`config.mk`:
```
export PLATFORM = sky130hd
export DESIGN_NAME = wb_sequencer
export DESIGN_NICKNAME = d
export VERILOG_FILES = /design/src/rtl/wbs_pkg.sv /design/src/rtl/wbs_timeout_ctr.sv /design/src/rtl/wb_sequencer.sv
export SDC_FILE = /design/constraint.sdc
export NUM_CORES = 1
export LEC_CHECK = 0
export CORE_MARGIN = 4
export CORE_UTILIZATION = 40
export DETAILED_ROUTE_END_ITERATION = 12
export PLACE_DENSITY = 0.77
export SYNTH_ARGS = -nofsm -noshare
export SYNTH_HDL_FRONTEND = slang
export SYNTH_SLANG_ARGS = --single-unit
```
`constraint.sdc`:
```
create_clock -name clk_i -period 1.4 [get_ports clk_i]
set_input_delay 0.28 -clock clk_i [delete_from_list [all_inputs] [get_ports clk_i]]
set_output_delay 0.28 -clock clk_i [all_outputs]
set_load 0.05 [all_outputs]
```
`src/rtl/wbs_pkg.sv`:
```
// rtl/wbs_pkg.sv - shared types and constants for the writeback sequencer
//
// Purpose: result-mux select encoding, sequencer state encoding and the legal
// range of the bus-timeout parameter. Imported by wb_sequencer and
// wbs_timeout_ctr.
package wbs_pkg;

  // Result-mux select, as produced by the decoder and driven onto sel_o.
  typedef enum logic [1:0] {
    RES_ALU  = 2'b00,
    RES_MEM  = 2'b01,
    RES_PC4  = 2'b10,
    RES_PC4B = 2'b11
  } result_src_e;

  typedef enum logic [1:0] {
    IDLE = 2'b00,
    REQ  = 2'b01,
    WAIT = 2'b10
  } wbs_state_e;

  // Legal range for TIMEOUT_CYCLES; the counter is 8 bits wide.
  localparam int TIMEOUT_MIN = 2;
  localparam int TIMEOUT_MAX = 255;
  localparam int CTR_W       = 8;

endpackage

```
`src/rtl/wbs_timeout_ctr.sv`:
```
// rtl/wbs_timeout_ctr.sv - bus-timeout cycle counter for the writeback sequencer
//
// Purpose: counts cycles spent waiting for a grant or for load data. Only
// instantiated when WBS_TIMEOUT_EN is defined.
// Ports:
//   clk_i   - clock
//   rst_i   - synchronous active-high reset, counter to 0
//   clear_i - counter to 0 on the next edge (has priority over en_i)
//   en_i    - increment on the next edge
//   hit_o   - counter currently equals TIMEOUT_CYCLES-1
module wbs_timeout_ctr
  import wbs_pkg::*;
#(
  parameter int TIMEOUT_CYCLES = 16
) (
  input  logic clk_i,
  input  logic rst_i,
  input  logic clear_i,
  input  logic en_i,
  output logic hit_o
);

  logic [CTR_W-1:0] cnt_q;
  logic [CTR_W-1:0] cnt_d;

  always_comb begin
    cnt_d = cnt_q;
    if (clear_i) begin
      cnt_d = '0;
    end else if (en_i) begin
      cnt_d = cnt_q + 1'b1;
    end
  end

  always_ff @(posedge clk_i) begin
    if (rst_i) begin
      cnt_q <= '0;
    end else begin
      cnt_q <= cnt_d;
    end
  end

  assign hit_o = (cnt_q == CTR_W'(TIMEOUT_CYCLES - 1));

endmodule

```
`src/rtl/wb_sequencer.sv`:
```
// rtl/wb_sequencer.sv - RV32I writeback sequencer with data-memory handshake
//
// Purpose: retires non-memory instructions in one cycle, stalls the core for
// loads/stores until the req/gnt/rvalid handshake completes, and drives the
// result-mux select and register-file write port. All outputs are
// combinational from the state register and the current inputs.
// Optional feature: define WBS_TIMEOUT_EN to build a bus-timeout counter that
// abandons an access after TIMEOUT_CYCLES cycles in REQ/WAIT and pulses fault_o.
// Ports:
//   clk_i, rst_i            - clock, synchronous active-high reset
//   instr_valid_i           - decoded instruction present
//   result_src_i            - decoder result source (00 ALU, 01 MEM, 1x PC+4)
//   reg_write_i, rd_i       - instruction writes rd
//   mem_read_i, mem_write_i - load / store (both set means load)
//   dmem_req_o, dmem_gnt_i, dmem_rvalid_i - data-memory handshake
//   sel_o                   - result-mux select
//   rf_we_o, rf_waddr_o     - register-file write port
//   stall_o                 - hold PC and decode
//   fault_o                 - one-cycle bus-timeout pulse
module wb_sequencer
  import wbs_pkg::*;
#(
  parameter int TIMEOUT_CYCLES = 16
) (
  input  logic       clk_i,
  input  logic       rst_i,
  input  logic       instr_valid_i,
  input  logic [1:0] result_src_i,
  input  logic       reg_write_i,
  input  logic       mem_read_i,
  input  logic       mem_write_i,
  input  logic [4:0] rd_i,
  output logic       dmem_req_o,
  input  logic       dmem_gnt_i,
  input  logic       dmem_rvalid_i,
  output logic [1:0] sel_o,
  output logic       rf_we_o,
  output logic [4:0] rf_waddr_o,
  output logic       stall_o,
  output logic       fault_o
);

  if (TIMEOUT_CYCLES < TIMEOUT_MIN || TIMEOUT_CYCLES > TIMEOUT_MAX) begin : g_bad_timeout
    $error("wb_sequencer: TIMEOUT_CYCLES out of range 2..255");
  end

  wbs_state_e state_q, state_d;
  logic [4:0] rd_q, rd_d;
  logic       ld_q, ld_d;
  logic       timeout_hit;

`ifdef WBS_TIMEOUT_EN
  logic ctr_clear;

  // Restart the count whenever we are idle or about to change state, so it
  // measures time spent in the current REQ or WAIT visit only.
  assign ctr_clear = (state_q == IDLE) || (state_d != state_q);

  wbs_timeout_ctr #(
    .TIMEOUT_CYCLES(TIMEOUT_CYCLES)
  ) u_timeout_ctr (
    .clk_i  (clk_i),
    .rst_i  (rst_i),
    .clear_i(ctr_clear),
    .en_i   (!ctr_clear),
    .hit_o  (timeout_hit)
  );
`else
  assign timeout_hit = 1'b0;
`endif

  always_comb begin
    state_d    = state_q;
    rd_d       = rd_q;
    ld_d       = ld_q;
    dmem_req_o = 1'b0;
    sel_o      = RES_ALU;
    rf_we_o    = 1'b0;
    rf_waddr_o = '0;
    stall_o    = 1'b0;
    fault_o    = 1'b0;

    // While in reset every output stays at its default of 0.
    if (!rst_i) begin
      unique case (state_q)
        IDLE: begin
          if (instr_valid_i) begin
            if (mem_read_i || mem_write_i) begin
              dmem_req_o = 1'b1;
              stall_o    = 1'b1;
              rd_d       = rd_i;
              ld_d       = mem_read_i;
              if (dmem_gnt_i) begin
                if (mem_read_i) begin
                  state_d = WAIT;
                end else begin
                  stall_o = 1'b0;  // store granted at once retires now
                end
              end else begin
                state_d = REQ;
              end
            end else begin
              sel_o      = result_src_i;
              rf_waddr_o = rd_i;
              rf_we_o    = reg_write_i && (rd_i != 5'd0);
            end
          end
        end

        REQ: begin
          dmem_req_o = 1'b1;
          stall_o    = 1'b1;
          if (dmem_gnt_i) begin
            if (ld_q) begin
              state_d = WAIT;
            end else begin
              stall_o = 1'b0;
              state_d = IDLE;
            end
          end else if (timeout_hit) begin
            dmem_req_o = 1'b0;
            stall_o    = 1'b0;
            fault_o    = 1'b1;
            state_d    = IDLE;
          end
        end

        WAIT: begin
          stall_o = 1'b1;
          if (dmem_rvalid_i) begin
            sel_o      = RES_MEM;
            rf_waddr_o = rd_q;
            rf_we_o    = (rd_q != 5'd0);
            stall_o    = 1'b0;
            state_d    = IDLE;
          end else if (timeout_hit) begin
            stall_o = 1'b0;
            fault_o = 1'b1;
            state_d = IDLE;
          end
        end

        default: state_d = IDLE;
      endcase
    end
  end

  always_ff @(posedge clk_i) begin
    if (rst_i) begin
      state_q <= IDLE;
      rd_q    <= '0;
      ld_q    <= 1'b0;
    end else begin
      state_q <= state_d;
      rd_q    <= rd_d;
      ld_q    <= ld_d;
    end
  end

endmodule

```
==> impl_metrics.csv, run 1 <==
group,metric,value,unit
status,lastStage,"4_1_cts",
floorplan,pin_count,26,
synth,synth-edff-count,0,
clock_tree,post_cts_buffers,1,
synth,yosysTopAreaCellShare,0.274,
synth,synth_nets,94,
clock_tree,cts-hold-fix-buffers,0,
synth,synth_cell_types,25,
placed_design,gp_congestion,0.833,
status,tool.error,"[ERROR DPL-0033] detailed placement checks failed during check placement.",
floorplan,chipWidth,46.3,um
synth,yosysMostFrequentCell,"o21ai_0",
floorplan,die_h,46.3,um
synth,async_reset_ff_frac,0,
placed_design,placed_cell_area,1180,um^2
synth,synth_area_leaders,"dfxtp_1, o21ai_0, a32oi_1",
floorplan,start_util,0.439,
synth,synth_seq_area_share,0.274,
clock_tree,clockBufferDepth,2,
clock_tree,cts_buffers,3,
synth,synth_ff_type,"dfxtp_1",
clock_tree,clock-sinks,8,
synth,ys_ff_latch,8,
synth,synth.cell_area,586,um^2
placed_design,dp_hpwl,1730,um
synth,netlist_instances,79,
synth,avgSynthCellArea,7.41,um^2
clock_tree,ctsResizeCount,38,
status,status,"aborted with a tool error",
placed_design,portBuffers,24,
synth,ys_warn_count,0,
floorplan,row_count,13,
synth,synth_common_cells,"o21ai_0, a21oi_1, dfxtp_1, nand3_1, nor2_1",
clock_tree,root_buffer,"clkbuf_4",
clock_tree,h-tree-depth,1,
synth,synth_top_area_cell,"dfxtp_1",
==> metrics by stage <==
| stage | std cells | hold slack (ns) | setup TNS, ns | setup WS [ns] | util |
|---|---|---|---|---|---|
| floorplan | 79 | 0.359 | -1.18 | -0.235 | - |
| global placement | 134 | 0.481 | -6.52 | -0.600 | 0.883 |
| detailed placement | 134 | 0.495 | -7.42 | -0.715 | 0.883 |
==> kinds of logic after synthesis <==
kind of cell / Yosys count / synth area share
AND/OR/NAND/NOR: 33 / 0.338
AO/OA/AOI/OAI: 27 / 0.271
buffers and inverters: 10 / 0.111
flip-flops: 8 / 0.273
other: 1 / 0.00640
==> run 2, diff against run 1 <==
- CORE_AREA: unset -> 4 4 65 67
- CORE_MARGIN: 4 -> unset
- CORE_UTILIZATION: 40 -> unset
- DIE_AREA: unset -> 0 0 69 71
- PLACE_DENSITY: 0.77 -> unset
- PLACE_DENSITY_LB_ADDON: unset -> 0.15
==> impl_metrics.csv, run 2 <==
group,metric,value,unit
sta,setup_viol_count_final,10,
synth,synth_common_cells,"o21ai_0, a21oi_1, dfxtp_1, nand3_1, nor2_1",
clock_tree,clk-insertion-delay-late,0.22,ns
clock_tree,cts-hold-fix-buffers,0,
sta,whs,0.494,ns
clock_tree,root_buffer,"clkbuf_8",
worst_setup_path,cp_top_family,"simple AND/OR/NAND/NOR gates",
worst_setup_path,criticalPathCategory,"reg2out",
synth,ys_ff_latch,8,
worst_setup_path,crit_path_top_delay_cell,"or4_4",
placed_design,preCtsSetupSlack,-0.634,ns
power_and_ir_drop,netSwitchingFraction,0.315,
finish,reg_top3,"rd_q: 5 flops, state_q: 2 flops, ld_q: 1 flops",
synth,synth.cell_area,586,um^2
global_routing,grt_max_degree,11,
placed_design,dp_hpwl,1650,um
placed_design,gp_congestion,0.765,
finish,final_cell_mix,"buf_4, buf_12, buf_6",
drt,drtPass1Iterations,2,
worst_setup_path,cpPeakStageDelay,0.54,ns
drt,routedWlPerCell,12.7,um
power_and_ir_drop,seqPwrFrac,0.281,
sta,rsz0062_at_grt,"true",
status,status,"finished, violations left",
finish,area_growth,153,%
floorplan,dieArea,4900,um^2
power_and_ir_drop,internal-power,624,uW
synth,netlist_instances,79,
clock_tree,clock-sinks,8,
worst_setup_path,worstSetupEndpointType,"output pin",
synth,synth_ff_type,"dfxtp_1",
synth,synth_cell_types,25,
synth,synth_nets,94,
global_routing,track_usage,0.0913,
power_and_ir_drop,ir_drop,200,uV
sta,slew_violations,0,
power_and_ir_drop,p_per_area,614,nW/um^2
power_and_ir_drop,power_leakage,0.000530,uW
drt,via_count,757,
sta,postLayoutSetupSlackWorst,-0.351,ns
power_and_ir_drop,power_switching,287,uW
floorplan,core-area,3630,um^2
synth,yosysMostFrequentCell,"o21ai_0",
sta,period_needed,1.75,ns
floorplan,row_count,22,
power_and_ir_drop,share_comb_of_total_power,0.424,
hold_path,hp-class,"reg2reg",
synth,yosysTopAreaCellShare,0.274,
synth,synth_seq_area_share,0.274,
placed_design,portBuffers,24,
finish,largest_reg_flops,5,
finish,top_register,"rd_q",
worst_setup_path,required,1.12,ns
sta,fmax,0.571,GHz
clock_tree,clkTransAtPathRegs,0.04,ns
finish,final_layout_size_suffix_gt1_frac,0.659,
drt,viasPerCell,4.35,
synth,async_reset_ff_frac,0,
clock_tree,cts_buffers,3,
synth,synth_area_leaders,"dfxtp_1, o21ai_0, a32oi_1",
sta,hold_viol_final,0,
drt,initialDrtViolationCount,17,
clock_tree,cts_tree,"built",
floorplan,die_h,71,um
synth,synth_top_area_cell,"dfxtp_1",
status,violations,"setup timing",
global_routing,first_global_vias,784,
clock_tree,h-tree-depth,1,
global_routing,grt_pass1_wl,3680,um
power_and_ir_drop,p_clk_frac,0.295,
synth,avgSynthCellArea,7.41,um^2
drt,ant_nets,0,
worst_setup_path,worstPathCellList,"or4_4, o21ai_4, o22ai_4, buf_12",
flow_run,drv_cap,0,
floorplan,chipWidth,69,um
global_routing,grt_overflow_total,0,
sta,fin_skew,0.00156,ns
sta,fin_crit_sh,1.25,
floorplan,pin_count,26,
worst_setup_path,crit_fanout,2,
synth,ys_warn_count,0,
finish,final_common_cell,"buf_4",
drt,drt-total-wl,2200,um
finish,nets,143,
worst_setup_path,timing.critical_path.buf_inv,1,
synth,synth-edff-count,0,
global_routing,antenna_found_initial,0,
worst_setup_path,worstPathArrival,1.47,ns
worst_setup_path,worst_setup_path_start_kind,"flop",
finish,antennaDiodeCount,0,
clock_tree,clockBufferDepth,2,
floorplan,start_util,0.161,
drt,drcViolationCount,0,
[run 2: cell counts after synthesis]
No cell type changed its count.
[run 2: cell families (layout without fill, tap and decap cells)]
family          after synthesis  after routing  share of synthesized area
other cells                   1              1                    0.00640
buf+inv                      10             57                      0.111
compound gates               27             27                      0.271
flops                         8              8                      0.273
simple gates                 33             33                      0.338
[run 2: worst register-to-register path: stages, from the launching register on]
cell and delay (ns):
dfxtp_4 0.36, or3b_4 0.42, buf_4 0.15, buf_6 0.13
o21ai_2 0.13, a21oi_2 0.07
[run 2: final cells by class]
class,count,area [um^2]
fill,376,2150
sequential,8,168
clock buffer,3,41.3
inverter,2,7.51
timing repair buffer,52,577
tap,48,60.1
multi-input combinational,61,631
[run 2: power groups by stage]
stage               Sequential (uW)  Combinational [uW]  Clock [uW]
finish                          256                 386         268
global route                    257                 411         294
CTS                             255                 357         279
detailed placement              259                 298           0
global placement                259                 299           0
floorplan                       254                 161           0
[run 2: repair_timing]
action / in CTS / in global routing
gates cloned: 1 / 0
setup endpoints to repair: 16 / 15
setup buffers: 4 / 2
resized for setup: 40 / 26
pin swaps: 16 / 12
[run 2: path summary, 6_finish.rpt]
| kind | start | cells after the start | end | slack [ns] |
|---|---|---|---|---|
| setup / recovery | rd_q[0]$_SDFFE_PP0N_ | 4 | rf_we_o | -0.35 |
| hold / removal | state_q[1]$_SDFFE_PP0P_ | 1 | state_q[0]$_SDFFE_PP0P_ | 0.49 |
| setup reg to reg | state_q[0]$_SDFFE_PP0P_ | 5 | rd_q[0]$_SDFFE_PP0N_ | 0.03 |
| hold reg to reg | state_q[1]$_SDFFE_PP0P_ | 1 | state_q[0]$_SDFFE_PP0P_ | 0.49 |
[run 2: layer usage]
| layer | GRT usage | vias to the layer above | wire (um) |
|---|---|---|---|
| met2 | 0.153 | 20 | 1170 |
| met1 | 0.105 | 348 | 892 |
| li1 | - | 383 | - |
| met5 | 0 | - | 0 |
| met4 | 0.0564 | 0 | 60 |
| met3 | 0.0213 | 6 | 84 |
[run 2: per-stage QoR]
stage	util	TNS, ns	std cells	instance area, um^2	power [uW]
5_1_grt	0.408	-3.47	174	1480	963
3_3_place_gp	0.328	-6.97	165	1190	557
4_1_cts	0.386	-2.98	173	1400	891
6_report	0.408	-2.81	174	1480	910
3_5_place_dp	0.328	-7.06	165	1190	558
2_1_floorplan	-	-1.18	79	693	415
Power figures use the tool's default switching activity.
